--- src/rtl/sigmoid_out_buffer.sv ---
// Output buffer for the fixed-latency sigmoid core: valid delay line, result FIFO and credit-gated issue.
// Optional stall statistics ports are enabled with `define SIGMOID_OBUF_STATS_EN.
module sigmoid_out_buffer #(
  parameter int DW    = 32,
  parameter int LAT   = 5,
  parameter int DEPTH = 16,
  parameter int CW    = $clog2(DEPTH+1)
) (
  input  logic          clk,
  input  logic          rst,
  input  logic          in_valid,
  output logic          in_ready,
  input  logic [DW-1:0] sig_result,
  output logic [DW-1:0] out_data,
  output logic          out_valid,
  input  logic          out_ready,
  output logic [CW-1:0] occupancy
`ifdef SIGMOID_OBUF_STATS_EN
  ,
  output logic [31:0]   stall_cycles,
  output logic [31:0]   credit_stall
`endif
);

  localparam int AW = $clog2(DEPTH);
  localparam int PW = AW + 1;
  localparam int IW = $clog2(LAT+1);

  logic                rst_q;
  logic [LAT-1:0]      vld_sr_q, vld_sr_d;
  logic [IW-1:0]       inflight_q, inflight_d;
  logic [PW-1:0]       wr_ptr_q, wr_ptr_d, rd_ptr_q, rd_ptr_d;
  logic [DW-1:0]       mem_q [DEPTH];
  logic                issue, capture, pop, empty, full;
  logic [PW-1:0]       occ_w;
  logic [31:0]         credit_used;

  always_comb begin
    empty       = (wr_ptr_q == rd_ptr_q);
    full        = (wr_ptr_q[AW] != rd_ptr_q[AW]) && (wr_ptr_q[AW-1:0] == rd_ptr_q[AW-1:0]);
    occ_w       = wr_ptr_q - rd_ptr_q;
    credit_used = 32'(occ_w) + 32'(inflight_q);
    // Credit comes purely from registered state, so the core can never overrun the FIFO.
    in_ready    = !rst_q && (credit_used < 32'(DEPTH));
    issue       = in_valid & in_ready;
    capture     = vld_sr_q[LAT-1];
    out_valid   = !empty;
    pop         = out_valid & out_ready;
    out_data    = out_valid ? mem_q[rd_ptr_q[AW-1:0]] : '0;
    occupancy   = CW'(occ_w);
    vld_sr_d    = (vld_sr_q << 1) | LAT'(issue);
    inflight_d  = inflight_q + IW'(issue) - IW'(capture);
    wr_ptr_d    = wr_ptr_q + PW'(capture);
    rd_ptr_d    = rd_ptr_q + PW'(pop);
  end

  always_ff @(posedge clk) begin
    rst_q <= rst;
    if (rst) begin
      vld_sr_q   <= '0;
      inflight_q <= '0;
      wr_ptr_q   <= '0;
      rd_ptr_q   <= '0;
    end else begin
      vld_sr_q   <= vld_sr_d;
      inflight_q <= inflight_d;
      wr_ptr_q   <= wr_ptr_d;
      rd_ptr_q   <= rd_ptr_d;
    end
  end

  always_ff @(posedge clk) begin
    if (!rst && capture) mem_q[wr_ptr_q[AW-1:0]] <= sig_result;
  end

`ifdef SIGMOID_OBUF_STATS_EN
  logic [31:0] stall_q, stall_d, cstall_q, cstall_d;

  always_comb begin
    stall_d  = stall_q;
    cstall_d = cstall_q;
    if (out_valid && !out_ready && stall_q != 32'hFFFF_FFFF) stall_d = stall_q + 32'd1;
    if (in_valid && !in_ready && cstall_q != 32'hFFFF_FFFF)  cstall_d = cstall_q + 32'd1;
  end

  always_ff @(posedge clk) begin
    if (rst) begin
      stall_q  <= '0;
      cstall_q <= '0;
    end else begin
      stall_q  <= stall_d;
      cstall_q <= cstall_d;
    end
  end

  assign stall_cycles = stall_q;
  assign credit_stall = cstall_q;
`endif

`ifndef SYNTHESIS
  always @(posedge clk) begin
    if (!rst) begin
      assert (!(capture && full)) else $error("capture while full");
      assert (32'(inflight_q) <= LAT) else $error("inflight exceeds LAT");
      assert (credit_used <= 32'(DEPTH)) else $error("credit overcommitted");
    end
  end
`endif

endmodule
--- config.mk ---
export PLATFORM = sky130hd
export DESIGN_NAME = sigmoid_out_buffer
export DESIGN_NICKNAME = d
export VERILOG_FILES = /design/src/rtl/sigmoid_out_buffer.sv
export SDC_FILE = /design/constraint.sdc
export NUM_CORES = 1
export LEC_CHECK = 0
export ABC_AREA = 1
export CAP_MARGIN = 30
export CORE_MARGIN = 2
export CORE_UTILIZATION = 40
export DETAILED_ROUTE_END_ITERATION = 10
export PLACE_DENSITY = 0.68
export SLEW_MARGIN = 20
export SYNTH_ARGS = -nofsm -noshare
export SYNTH_HDL_FRONTEND = slang
export SYNTH_SLANG_ARGS = --single-unit
export TNS_END_PERCENT = 100
--- constraint.sdc ---
create_clock -name clk -period 4.1 [get_ports clk]
set_input_delay 0.82 -clock clk [delete_from_list [all_inputs] [get_ports clk]]
set_output_delay 0.82 -clock clk [all_outputs]
set_load 0.01 [all_outputs]
-- After elaboration in Yosys (flattened, before gate mapping)
Memories as Yosys holds them, arrays and structs flattened. A register that Yosys moved wholly into a read port is not among the register bits.
Index checks and enable logic that the tools add are counted.
- add/subtract/negate cells: 6
- magnitude comparators: 1
- eq/ne operators: 1
- multiplexer cells: 4
- bitwise operators: 3
- reduce and logical (&&, ||, !) cells: 5
- operators with widths (operator ; number):
    $mux W32 ; 1
    $add A5 B1 Y5 ; 2
    $add A5 B3 Y6 ; 1
    $lt A6 B5 Y1 const B ; 1
    $eq A5 B5 Y1 ; 1
    $or A5 B1 Y5 ; 1
    $sub A5 B5 Y5 ; 1
    $mux W4 ; 1
    $add A3 B1 Y3 ; 1
    $logic_not A1 Y1 ; 3
    $sub A3 B1 Y3 ; 1
    $and A1 B1 Y1 ; 2
    $logic_and A1 B1 Y1 ; 2
    $mux W1 ; 2
- register bits after elaboration: 19
- memory bits (writable): 512
- input bits: 36
- output and inout bits: 39
- word-level logic and storage cells: 26
- memories kept: 1
- memory list (name ; depth ; width ; rd ports ; clocked after memory_dff ; wr ports ; line ; text):
    mem_q ; 16 ; 32 ; 1 ; 1 ; 1 ; 33 ; logic [DW-1:0] mem_q [DEPTH];

-- Logic depth before layout (Yosys ltp)
- depth in word-level cells: 7
- mapped depth: 17
- gate-level depth less buffers: 17

-- Worst setup path before layout
No wires, ideal clock.
- kind: register to register
- start: register rd_ptr_q[2]
- end: register inflight_q[2]
- library setup time: 0.070 ns
- arrival time: 3.268 ns
- data required time: 4.030 ns
- slack: 0.762 ns
- stages on the path, launching flop included: 17
- buffers on the path: 2
- period minus slack after synthesis: 3.338 ns
- cell sequence: dfxtp_1 -> buf_2 -> inv_1 -> buf_1 -> ha_1 -> xor2_1 -> ha_1 -> nand2_1 -> nand2_1 -> nand2_1 -> nand3_1 -> ha_1 -> inv_1 -> ha_1 -> fa_1 -> or2_2 -> a21oi_1
- longest elaborated chain between the ends: 7
- ends and longest elaborated chain (item ; line ; text):
    from (decl) ; 32 ; logic [PW-1:0] wr_ptr_q, wr_ptr_d, rd_ptr_q, rd_ptr_d;
    from (signal assigned) ; 68 ; rd_ptr_q <= rd_ptr_d;
    $sub A5 B5 Y5 ; 41 ; occ_w = wr_ptr_q - rd_ptr_q;
    via occupancy[2] ; 17 ; output logic [CW-1:0] occupancy
    $add A5 B3 Y6 ; 42 ; credit_used = 32'(occ_w) + 32'(inflight_q);
    $lt A6 B5 Y1 ; 44 ; in_ready = !rst_q && (credit_used < 32'(DEPTH));
    $logic_and A1 B1 Y1 ; 44 ;
    $and A1 B1 Y1 ; 45 ; issue = in_valid & in_ready;
    $add A3 B1 Y3 ; 52 ; inflight_d = inflight_q + IW'(issue) - IW'(capture);
    $sub A3 B1 Y3 ; 52 ;
    to (signal assigned) ; 66 ; inflight_q <= inflight_d;
    to (decl) ; 31 ; logic [IW-1:0] inflight_q, inflight_d;
The timed path passes the listed nets, and every way through them passes these cells.
A chain may end at the register's enable or synchronous reset.

-- Final worst setup path
- start: register rd_ptr_q[1]
- end: output out_data[28]
- longest elaborated chain between the ends: 2
- ends and longest elaborated chain (item ; line ; text):
    $eq A5 B5 Y1 ; 39 ; empty = (wr_ptr_q == rd_ptr_q);
    $mux W32 ; 49 ; out_data = out_valid ? mem_q[rd_ptr_q[AW-1:0]] : '0;
    to (decl) ; 14 ; output logic [DW-1:0] out_data,
No other way between the ends.

==> impl_results.md <==
* Core Region at 57480 um2
* Post-synth top flop: edfxtp_1
* Placed Cells at 3051
* Slew Limit Headroom at 43.47%
* Critical path's top delay family: buffers and inverters
* Maximum clock rate at 255.7 MHz
* Warnings, synthesis at 0
* CTS Buf Count at 53
* Number of flops mapped to enable cells by yosys at 512
* Final instance area at 26380 um2
* Unrepaired setup endpoints after global routing: false
* Initial Util at 40.23%
* CP dominant cell by count: nand2_1
* FF+latch count, synth at 531
* Hold path depth at 2
* Vias in the first global route at 15120
* Outcome: completed
* CP peak stage delay at 0.62 ns
* Vias at 15510
* Cell Chain, Critical Path: inv_4 -> buf_12 -> nand3_1 -> nand2_1 -> nand2_1 -> nand2_1 -> inv_1 -> a21oi_1 -> clkdlybuf4s50_1
* Pleak at 10.95 nW
* Area Growth Syn to Fin at 14.07%
* Worst reg2reg setup slack at 0.78 ns
* Hold wc startpoint: vld_sr_q[1]
* Peak VDD IR at 294.8 uV
* WS Path Type: register to primary output
* Syn nets at 2325
* Slowest cell on crit path: clkdlybuf4s50_1
* IO Pins at 75
* Row Count at 88
* Avg Cell Area, Syn at 10.16 um2
* First-pass GRT wire length at 83940 um
* Initial antenna violation count at 2
* MaxCap Viol Count at 0
* Final Cycle Share at 95.38%
* Die Area at 59750 um2
* Die Ht at 244.4 um
* Die X at 244.4 um
* Port Buffers at 74
* Critical Path Stages at 9
* Final hold vios at 0
* Setup-failing EPs final at 0
* Hold Slack at 0.4026 ns
* Non-Filler Instances at 3146
* Post-DP HPWL at 28330 um
* Routed wire length per instance at 17.32 um
* Dpl cell area at 24810 um2
* Dpl ws at 0.7837 ns
* Detailed Route WL at 54480 um
* H-tree lvl count at 2
* Buffers and inverters on the worst path at 4
* Hold Path Class: register to register
* Clk buf depth at 3
* Synthesized instance count at 2275
* First-pass iteration count of the detailed router at 5
* Library cells used by synthesis at 22
* Largest net degree at the start of global routing at 141
* PD cells at 402.1 nW/um2
* Final RePlAce weighted congestion at 0.7643
* Slew Limit Fails at 0
* Worst-path clk slew at 0.06 ns
* CTS Sinks at 531
* Final setup TNS at 0 ns
* Data required time of the critical path at 3.28 ns
* # DRC at 0
* Worst skew pair latency at 0.59 ns
* Hold-fix buffers, CTS at 0
* RR Startpoint: wr_ptr_q[0]
* Crit start category: register
* Clock root buffer: clkbuf_16
* Via density at 4.930
* CTS tree: yes
* Asr flop ratio synth at 0%
* Critical path capture point type: primary output
* Total gr overflow at 0
* Layout cells sized above 1 at 5.630%
* GRT Overall Usage at 18.17%
* Post-route setup slack at 0.1894 ns
* CP startpoint: rd_ptr_q[1]
* Post-Syn Area at 23120 um2
* Reg2Reg Depth at 17
* Crit path max fanout at 78
* Critical path arrival at 3.09 ns
* Starting DRT DRC Count at 1438
* Minimum clock period at 3.911 ns
* Setup Skew at 0.01632 ns
* Worst-Margin Slew at 0.8480 ns
* Final nets at 2391
* Seq/Total Area, Yosys at 68.13%
* ANT nets after route at 0
## logic make-up after synthesis
kind of cell               count (synthesis)  synth area share, %
AOI/OAI and AO/OA                         42               0.9523
DFF                                      531                68.13
adders and majority gates                 14               0.8225
buffers and inverters                    491                9.015
and+or+nand+nor                         1193                20.92
xor gates and xnor gates                   4               0.1515
## cell usage after synthesis, types with 4 or more instances
cell	number	area share (%)
nand3_1	268	5.8
buf_6	15	0.73
buf_2	59	1.3
dfxtp_1	19	1.6
nand2_1	887	14
buf_4	14	0.45
buf_1	6	0.097
ha_1	12	0.65
edfxtp_1	512	66
a21oi_1	38	0.82
clkbuf_1	12	0.19
inv_1	383	6.2
nor2_1	34	0.55
o21bai_1	4	0.13
## final cells by class
class | instances | area [um2]
Inverter | 385 | 1455
Sequential cell | 531 | 15760
Timing Repair Buffer | 117 | 1226
Clock buffer | 69 | 1386
Antenna cell | 1 | 2.502
Fill cell | 5136 | 31100
Tap cell | 765 | 957.2
Multi-Input combinational cell | 1253 | 5411
Clock inverter | 25 | 173.9
## metal layers
| layer | global-route usage, % | part of all wire [%] | vias to the layer above |
|---|---|---|---|
| li1 | - | - | 7370 |
| met1 | 23.61 | 41 | 7399 |
| met4 | 7.496 | 3.6 | 2 |
| met3 | 3.698 | 8.2 | 120 |
| met2 | 29.76 | 48 | 620 |
| met5 | 0 | 0.028 | - |
## flip-flops by register name (all words and copies together), names as in the netlist
name	cells
wr_ptr_q	5
mem_q	512
inflight_q	3
rd_ptr_q	5
rst_q	1
vld_sr_q	5
## metrics by stage
step | total power, mW | utilization [%]
floorplan | 6.135 | -
global placement | 6.249 | 43.17
detailed placement | 6.258 | 43.17
CTS | 10.68 | 45.88
global route | 10.91 | 45.89
finish | 10.61 | 45.89
## worst paths after layout
path              endpoint
max           out_data[28]
max reg2reg  inflight_q[2]
min reg2reg    vld_sr_q[2]
min            vld_sr_q[2]
## placed cells by master (no fill, tap or decap), drive strengths merged
cell	instances
buf	43
dfxtp	19
clkinv	18
a21oi	38
bufinv	2
nor4	1
or2	2
clkbuf	69
edfxtp	512
clkinvlp	4
xnor2	2
fa	2
nand3	268
o21bai	4
nor2	34
ha	12
xor2	2
diode	1
clkdlybuf4s50	74
nand2	887
inv	386
and2	1
## what timing repair did
action,in CTS,in global routing
endpoints found under the setup margin,0,1
buffers inserted,0,0
gates resized for setup,0,1
## report_power, final
part | leakage [nW] | switching, mW | total (mW) | internal, mW
registers | 4.76 | 0.00309 | 5.95 | 5.95
logic | 5.45 | 0.131 | 0.194 | 0.0633
clock network | 0.746 | 1.97 | 4.46 | 2.49
## worst reg2reg max path: cells and delay by family (launching register included)
| family | cells | cell delay, ns |
|---|---|---|
| buffers and inverters | 3 | 0.22 |
| adder cells (fa/ha/maj) | 6 | 1.85 |
| flip-flops | 1 | 0.36 |
| AND/OR/NAND/NOR | 7 | 0.72 |
| AO/OA/AOI/OAI | 1 | 0.12 |
Note: power is estimated with default switching activity, not from simulation.
